### src/rtl/wordlit_pkg.sv
// Shared constants, state/id types and the word-literal transform for the round-robin word arbiter.
package wordlit_pkg;

  localparam int              NREQ_DEF  = 4;
  localparam int              IN_W_DEF  = 8;
  localparam int              OUT_W_DEF = 16;
  localparam logic [OUT_W_DEF-1:0] XOR_K_DEF = 16'h0001;

  typedef enum logic {EMPTY = 1'b0, FULL = 1'b1} wl_state_t;

  typedef logic [$clog2(NREQ_DEF)-1:0] wl_id_t;

  // Zero-extend then XOR; no carries can occur, so the upper byte is just XOR_K's upper byte.
  function automatic logic [OUT_W_DEF-1:0] wl_xform(input logic [IN_W_DEF-1:0] word);
    return {{(OUT_W_DEF-IN_W_DEF){1'b0}}, word} ^ XOR_K_DEF;
  endfunction

endpackage

### src/rtl/wordlit_rr_arbiter_rr_pick.sv
// Rotate-priority picker: first asserted request at or after rr_ptr, modulo NREQ.
// Purely combinational; no backpressure of its own.
module wordlit_rr_arbiter_rr_pick
  import wordlit_pkg::*;
#(
  parameter int NREQ = NREQ_DEF,
  parameter int ID_W = $clog2(NREQ)
) (
  input  logic [NREQ-1:0] req,
  input  logic [ID_W-1:0] rr_ptr,
  output logic            grant_valid,
  output logic [ID_W-1:0] grant_idx
);

  logic [ID_W-1:0] idx;

  // Walk offsets from farthest to nearest so the nearest hit wins; ID_W-bit add wraps mod NREQ.
  always_comb begin
    grant_valid = 1'b0;
    grant_idx   = '0;
    idx         = '0;
    for (int k = NREQ - 1; k >= 0; k--) begin
      idx = rr_ptr + ID_W'(k);
      if (req[idx]) begin
        grant_valid = 1'b1;
        grant_idx   = idx;
      end
    end
  end

endmodule

### src/rtl/wordlit_rr_arbiter.sv
// Round-robin share of one zero-extend/XOR datapath among NREQ requesters, result tagged with id.
// Latency 1 cycle; stalls all requesters while the output register is full and not drained.
module wordlit_rr_arbiter
  import wordlit_pkg::*;
#(
  parameter int               NREQ  = NREQ_DEF,
  parameter int               IN_W  = IN_W_DEF,
  parameter int               OUT_W = OUT_W_DEF,
  parameter logic [OUT_W-1:0] XOR_K = XOR_K_DEF,
  parameter int               ID_W  = $clog2(NREQ)
) (
  input  logic                 clk,
  input  logic                 rst,
  input  logic [NREQ-1:0]      req_valid,
  input  logic [NREQ*IN_W-1:0] req_data,
  output logic [NREQ-1:0]      req_ready,
  output logic                 out_valid,
  output logic [OUT_W-1:0]     out_data,
  output logic [ID_W-1:0]      out_id,
  input  logic                 out_ready,
  output logic                 busy
);

  wl_state_t       state;
  logic [ID_W-1:0] rr_ptr;
  logic            grant_valid;
  logic [ID_W-1:0] grant_idx;
  logic            slot_free;
  logic            grant;
  logic [IN_W-1:0] word;
  logic [OUT_W-1:0] result;

  wordlit_rr_arbiter_rr_pick #(
    .NREQ (NREQ),
    .ID_W (ID_W)
  ) u_pick (
    .req         (req_valid),
    .rr_ptr      (rr_ptr),
    .grant_valid (grant_valid),
    .grant_idx   (grant_idx)
  );

  assign out_valid = (state == FULL);
  assign slot_free = (state == EMPTY) | (out_ready & out_valid);
  // rst gates the grant so no handshake can complete while reset is held.
  assign grant     = slot_free & grant_valid & ~rst;
  assign req_ready = grant ? (NREQ'(1) << grant_idx) : '0;
  assign busy      = out_valid | (|req_valid);

  always_comb begin
    word = '0;
    for (int i = 0; i < NREQ; i++) begin
      if (grant_idx == ID_W'(i)) begin
        word = req_data[i*IN_W +: IN_W];
      end
    end
  end

  assign result = {{(OUT_W-IN_W){1'b0}}, word} ^ XOR_K;

  always_ff @(posedge clk or posedge rst) begin
    if (rst) begin
      state    <= EMPTY;
      out_data <= '0;
      out_id   <= '0;
      rr_ptr   <= '0;
    end else if (grant) begin
      state    <= FULL;
      out_data <= result;
      out_id   <= grant_idx;
      rr_ptr   <= grant_idx + ID_W'(1);
    end else if (out_valid && out_ready) begin
      state <= EMPTY;
    end
  end

endmodule

### config.mk
export PLATFORM = sky130hd
export DESIGN_NAME = wordlit_rr_arbiter
export DESIGN_NICKNAME = d
export VERILOG_FILES = /design/src/rtl/wordlit_pkg.sv /design/src/rtl/wordlit_rr_arbiter_rr_pick.sv /design/src/rtl/wordlit_rr_arbiter.sv
export SDC_FILE = /design/constraint.sdc
export NUM_CORES = 1
export LEC_CHECK = 0
export CAP_MARGIN = 30
export CORE_MARGIN = 2
export CORE_UTILIZATION = 41
export DETAILED_ROUTE_END_ITERATION = 10
export PLACE_DENSITY = 0.86
export SLEW_MARGIN = 25
export SYNTH_ARGS = -nofsm -noshare
export SYNTH_HDL_FRONTEND = slang
export SYNTH_SLANG_ARGS = --single-unit
### constraint.sdc
create_clock -name clk -period 8.58 [get_ports clk]
set_input_delay 2.574 -clock clk [delete_from_list [all_inputs] [get_ports clk]]
set_output_delay 2.574 -clock clk [all_outputs]
set_load 0.05 [all_outputs]
======== After elaboration in Yosys (flattened, before gate mapping) ========
Cells that the tools add are included.
word-level totals
  bits in registers ....................... 13
  bits of input ports ..................... 39
  output and inout bits ................... 24
  word-level logic and storage cells ...... 51
cells by class
  $add $sub $neg .......................... 4
  order comparisons ....................... 4
  eq/ne operators ......................... 3
  shift operators ......................... 1
  multiplexer cells ....................... 23
  bitwise gates (word level) .............. 8
  reduce and logical (&&, ||, !) cells .... 4
operators by type and width
  operator                                                                       count
  8-bit 2-to-1 mux                                                               4
  2-bit by 3-bit less-than comparator with 1-bit output (second input constant)  4
  1-bit 2-to-1 mux                                                               10
  1-bit binary-select mux with 2-bit select                                      4
  2-bit 2-to-1 mux                                                               4
  2-bit by 1-bit adder with 2-bit output (second input constant)                 2
  2-bit adder (second input constant)                                            2
  2-bit equality test (second input constant)                                    2
  4-bit 2-to-1 mux                                                               1
  4-bit OR reduction                                                             1
  1-bit by 2-bit << shifter with 4-bit output (first input constant)             1
  1-bit AND                                                                      3
  1-bit inverter                                                                 3
  2-bit by 1-bit equality test with 1-bit output (second input constant)         1
  2-bit zero test                                                                1
  1-bit bitwise OR                                                               2
  2-bit nonzero test                                                             1
  1-bit logical AND                                                              1

======== Logic depth before layout (Yosys ltp) ========
  depth in word-level cells ............... 13
  gate-level depth with buffers ........... 9

======== By module ========
A second synthesis with hierarchy kept.
second synthesis, totals
  cells, all modules ...................... 125
  area total of the unflattened synthesis .. 1078.5 µm²
modules (own cells, without submodules)
  module                      times used  cells each  area each (µm²)  seq. area each (µm²)
  wordlit_rr_arbiter          1           112         1001.0           325.3
  wordlit_rr_arbiter_rr_pick  1           13          77.6             0.0

======== Worst setup path before layout ========
No wires, ideal clock.
  kind .................................... input to output
  start point ............................. input req_valid[0]
  end point ............................... output req_ready[3]
  arrival ................................. 4.103 ns
  data required time ...................... 6.006 ns
  slack ................................... 1.903 ns
  stages on the path ...................... 7
  path buffers ............................ 2
  cell sequence ........................... nor2b_1 > o21a_1 > nor2_1 > ha_1 > clkbuf_1 > clkbuf_1 > and2_1
on the way
  elaborated cells on any way between the ends .. 20
  those cells by class .................... shift: 1; mux: 17; bitwise: 2
RTL lines
  what                                             RTL line                          source
  start: declaration                               wordlit_rr_arbiter.sv:14          input logic [NREQ-1:0] req_valid,
  1-bit binary-select mux with 2-bit select        wordlit_rr_arbiter_rr_pick.sv:24  if (req[idx]) begin
  1-bit 2-to-1 mux (not written as such)           wordlit_rr_arbiter_rr_pick.sv:24
  2-bit 2-to-1 mux (3 in series)                   wordlit_rr_arbiter_rr_pick.sv:24
  2-bit 2-to-1 mux (*)                             wordlit_rr_arbiter_rr_pick.sv:24
  named net grant_idx[1]                           wordlit_rr_arbiter.sv:27          logic [ID_W-1:0] grant_idx;
  1-bit by 2-bit << shifter with 4-bit output (*)  wordlit_rr_arbiter.sv:47          assign req_ready = grant ? (NREQ'(1) << grant_idx) : '0;
  4-bit 2-to-1 mux (*)                             wordlit_rr_arbiter.sv:47
  end: declaration                                 wordlit_rr_arbiter.sv:16          output logic [NREQ-1:0] req_ready,
The timed path passes the listed nets; every way through them passes the cells marked *. The select of a mux whose other input is x is not followed.

======== Final worst setup path ========
  start point ............................. input req_valid[2]
  end point ............................... output req_ready[0]
on the way
  longest elaborated chain between the ends .. 9
  elaborated cells on any way between the ends .. 20
  those cells by class .................... shift: 1; mux: 17; bitwise: 2
ends and longest elaborated chain
  what                                       RTL line                          source
  1-bit binary-select mux with 2-bit select  wordlit_rr_arbiter_rr_pick.sv:24
  1-bit 2-to-1 mux (not written as such)     wordlit_rr_arbiter_rr_pick.sv:24
  1-bit 2-to-1 mux (4 in series)             wordlit_rr_arbiter_rr_pick.sv:24
  1-bit AND (2 in series)                    wordlit_rr_arbiter.sv:46          assign grant = slot_free & grant_valid & ~rst;
  4-bit 2-to-1 mux (*)                       wordlit_rr_arbiter.sv:47
Mark *: on every way between the ends. The rest lies on a longest branch, timed or not. The select of a mux whose other input is x is not followed.

==> metrics.md <==
| Metric | Value |
|---|---|
| Run status | finished, final reports clean |
| Overall die width | 55.4 um |
| Worst hold-check slack | 0.513 ns |
| Post-synthesis cell type with the largest combined area | sky130_fd_sc_hd__dfrtp_1 |
| Routed WL per cell | 14.3 um |
| Number of rows created at floorplan | 18 |
| Cell count after synthesis | 125 |
| Htree depth | 1 |
| Max cap viols | 0 |
| Grt ovf | 0 |
| Unrepaired setup endpoints after global routing | no |
| Cts bufs inserted | 3 |
| Number of placed I/O pins | 63 |
| Antenna violation net count after detailed routing | 0 |
| Source-to-sink clock delay at the later pin of the worst-skew pair | 0.28 ns |
| Number of enable-type register cells in the synthesized netlist | 0 |
| All-layer global routing usage | 18.6% |
| Number of synthesized register bits | 13 |
| TritonRoute pass-1 iters | 6 |
| WP data arrival | 5.17 ns |
| Mapped Avg Cell Area | 8.67 um2 |
| Count of final setup violators | 0 |
| Startpoint of the worst register-to-register path | rr_ptr[1] |
| Number of diodes added for antenna fixing | 0 |
| Ys flop type | sky130_fd_sc_hd__dfrtp_1 |
| Iteration-0 DRC count of the detailed router | 18 |
| Slew headroom | 66.4% |
| Die footprint | 3070 um2 |
| Yosys top cell area share | 30.0% |
| Antenna violations before repair | 0 |
| Half-perimeter wire length after detailed placement | 2.38 mm |
| Final clock period utilization by the worst path | 90.2% |
| Count of buffers inserted at the top-level ports | 54 |
| Path type of the worst min-delay path | register to register |
| Total setup buffers inserted after CTS | 0 |
| Setup crit end kind | primary output |
| Number of hold violations in the final report | 0 |
| Clock input transition at the sequential cells of the worst setup and hold paths | 0.08 ns |
| Weighted congestion at the end of routability-driven global placement | 0.804 |
| Max Fclk | 0.129 GHz |
| Async SR Flop Fraction | 100% |
| Critical path startpoint category | input pin |
| Number of global-route vias before repair | 1030 |
| P per Cell Area | 252 nW/um2 |
| Placeable core region | 2500 um2 |
| Required time of the worst setup path | 6.01 ns |
| Static power due to leakage | 0.665 nW |
| TNS Setup | 0 ns |
| Height of the chip | 55.4 um |
| Cell Area, Synth | 1080 um2 |
| Total length of routed wires | 2.96 mm |
| Hold buffers post-CTS | 0 |
| Core utilization of the finished layout | 65.3% |
| Worst setup slack before clock tree synthesis | 0.855 ns |
| Largest net degree at the start of global routing | 22 |
| Final worst clock skew | 0.00109 ns |
| Tightest Pin Transition | 0.503 ns |
| Remaining design rule violation count | 0 |
| Top cells by area, synth | sky130_fd_sc_hd__dfrtp_1 (30%), sky130_fd_sc_hd__a31oi_1 (8.1%), sky130_fd_sc_hd__a221o_1 (7.4%) |
| Count of pins over their slew limit | 0 |
| Fraction of the yosys area taken by sequential cells | 30.0% |
| CP Class | input pin to primary output |
| Source of the worst hold timing path | out_data[0] |
| Root buffer cell | sky130_fd_sc_hd__clkbuf_4 |
| Count of clock tree sinks | 13 |
| Post-synthesis to final-layout area growth | 50.7% |
| Crit path time final | 7.74 ns |
| Final worst setup slack | 0.839 ns |
| Critical Path Source | req_valid[2] |
| Buffer depth of the longest clock path | 2 |
| Fraction of final layout cells sized beyond drive strength 1 | 5.65% |
| Routed via count | 1135 |
| Number of warnings issued by yosys | 0 |
| Post-cts sizing count | 0 |
| Post-place instance area | 1610 um2 |
| Starting Density | 43.3% |
| Post-route cell area | 1630 um2 |
| Nets | 221 |
| Largest voltage drop on the vdd net | 0.163 mV |
| CTS tree | yes |
| Wire length of the first global-routing pass | 4.61 mm |
| Distinct cells, synth | 35 |
| Vias per std cell | 5.48 |
| Crit path max fanout | 9 |
==> registers in the layout (all words and copies together) (netlist names) <==
signal and cells:
out_data 8, out_id 2, out_valid 1, rr_ptr 2
==> worst max-delay path: stages <==
cell                              delay [ns]
sky130_fd_sc_hd__clkdlybuf4s50_1        0.52
sky130_fd_sc_hd__nor2b_1                0.20
sky130_fd_sc_hd__a221oi_1               0.36
sky130_fd_sc_hd__or2_1                  0.19
sky130_fd_sc_hd__ha_1                   0.33
sky130_fd_sc_hd__and2_1                 0.18
sky130_fd_sc_hd__clkdlybuf4s50_1        0.80
==> metal layers <==
metal  up-vias  part of all wire [%]  GRT usage [%]
met1       532                    40           21.1
li1        549                     -              -
met5         -                     0              0
met4         0                   1.4           8.36
met3         4                   4.9           1.64
met2        50                    54           34.9
==> cells by family after synthesis <==
kind of cell | count (synthesis) | share of synthesized area (%)
compound gates | 43 | 28.5
simple gates | 34 | 20.4
buf+inv | 28 | 14.1
flops | 13 | 30.0
fa+ha+maj | 4 | 4.62
mux | 2 | 1.96
other cells | 1 | 0.346
==> layout by cell type, fill, tap and decap left out, types with 4 or more instances in the layout <==
master	instances
sky130_fd_sc_hd__a221o_1	8
sky130_fd_sc_hd__nand2_1	8
sky130_fd_sc_hd__dfrtp_1	13
sky130_fd_sc_hd__inv_1	10
sky130_fd_sc_hd__buf_4	4
sky130_fd_sc_hd__nand3b_1	8
sky130_fd_sc_hd__a31oi_1	14
sky130_fd_sc_hd__o31ai_1	5
sky130_fd_sc_hd__conb_1	8
sky130_fd_sc_hd__and2_1	4
sky130_fd_sc_hd__clkdlybuf4s50_1	54
sky130_fd_sc_hd__a21oi_1	8
sky130_fd_sc_hd__ha_1	4
==> Yosys cell counts, drive strengths merged (2+ instances only) <==
cell type and n:
a31oi 14, buf 14, dfrtp 13, inv 11
a21oi 8, a221o 8, nand2 8, nand3b 8
o31ai 5, and2 4, ha 4, clkbuf 3
nor2 3, nor2b 3, nand2b 2, or2 2
==> stage by stage <==
| stage | instances | power, mW |
|---|---|---|
| after floorplan | 132 | 0.287 |
| after global placement | 203 | 0.367 |
| after detailed placement | 203 | 0.374 |
| after CTS | 207 | 0.412 |
| after global routing | 207 | 0.435 |
| final | 207 | 0.412 |
==> final timing paths <==
kind,end,slack (ns),cells after the start
max in group asynchronous,out_data[1],5.53,2
min in group asynchronous,rr_ptr[0],2.76,2
worst max-delay path,req_ready[0],0.84,7
worst max register to register,out_data[0],6.44,8
worst min-delay path,out_data[0],0.51,1
worst min register to register,out_data[0],0.51,1
==> cell type report <==
class | instances | area, um2
clock buffer | 4 | 26.3
fill | 213 | 867
inverter | 11 | 41.3
multi-input combinational | 91 | 632
sequential | 13 | 325
tap | 30 | 37.5
timing repair buffer | 58 | 571
==> where the power goes <==
group / switching (mW) / internal [mW]
clock network: 0.0207 / 0.0180
logic: 0.165 / 0.109
registers: 0.0154 / 0.0834
total: 0.201 / 0.211
Power figures use the tool's default switching activity.
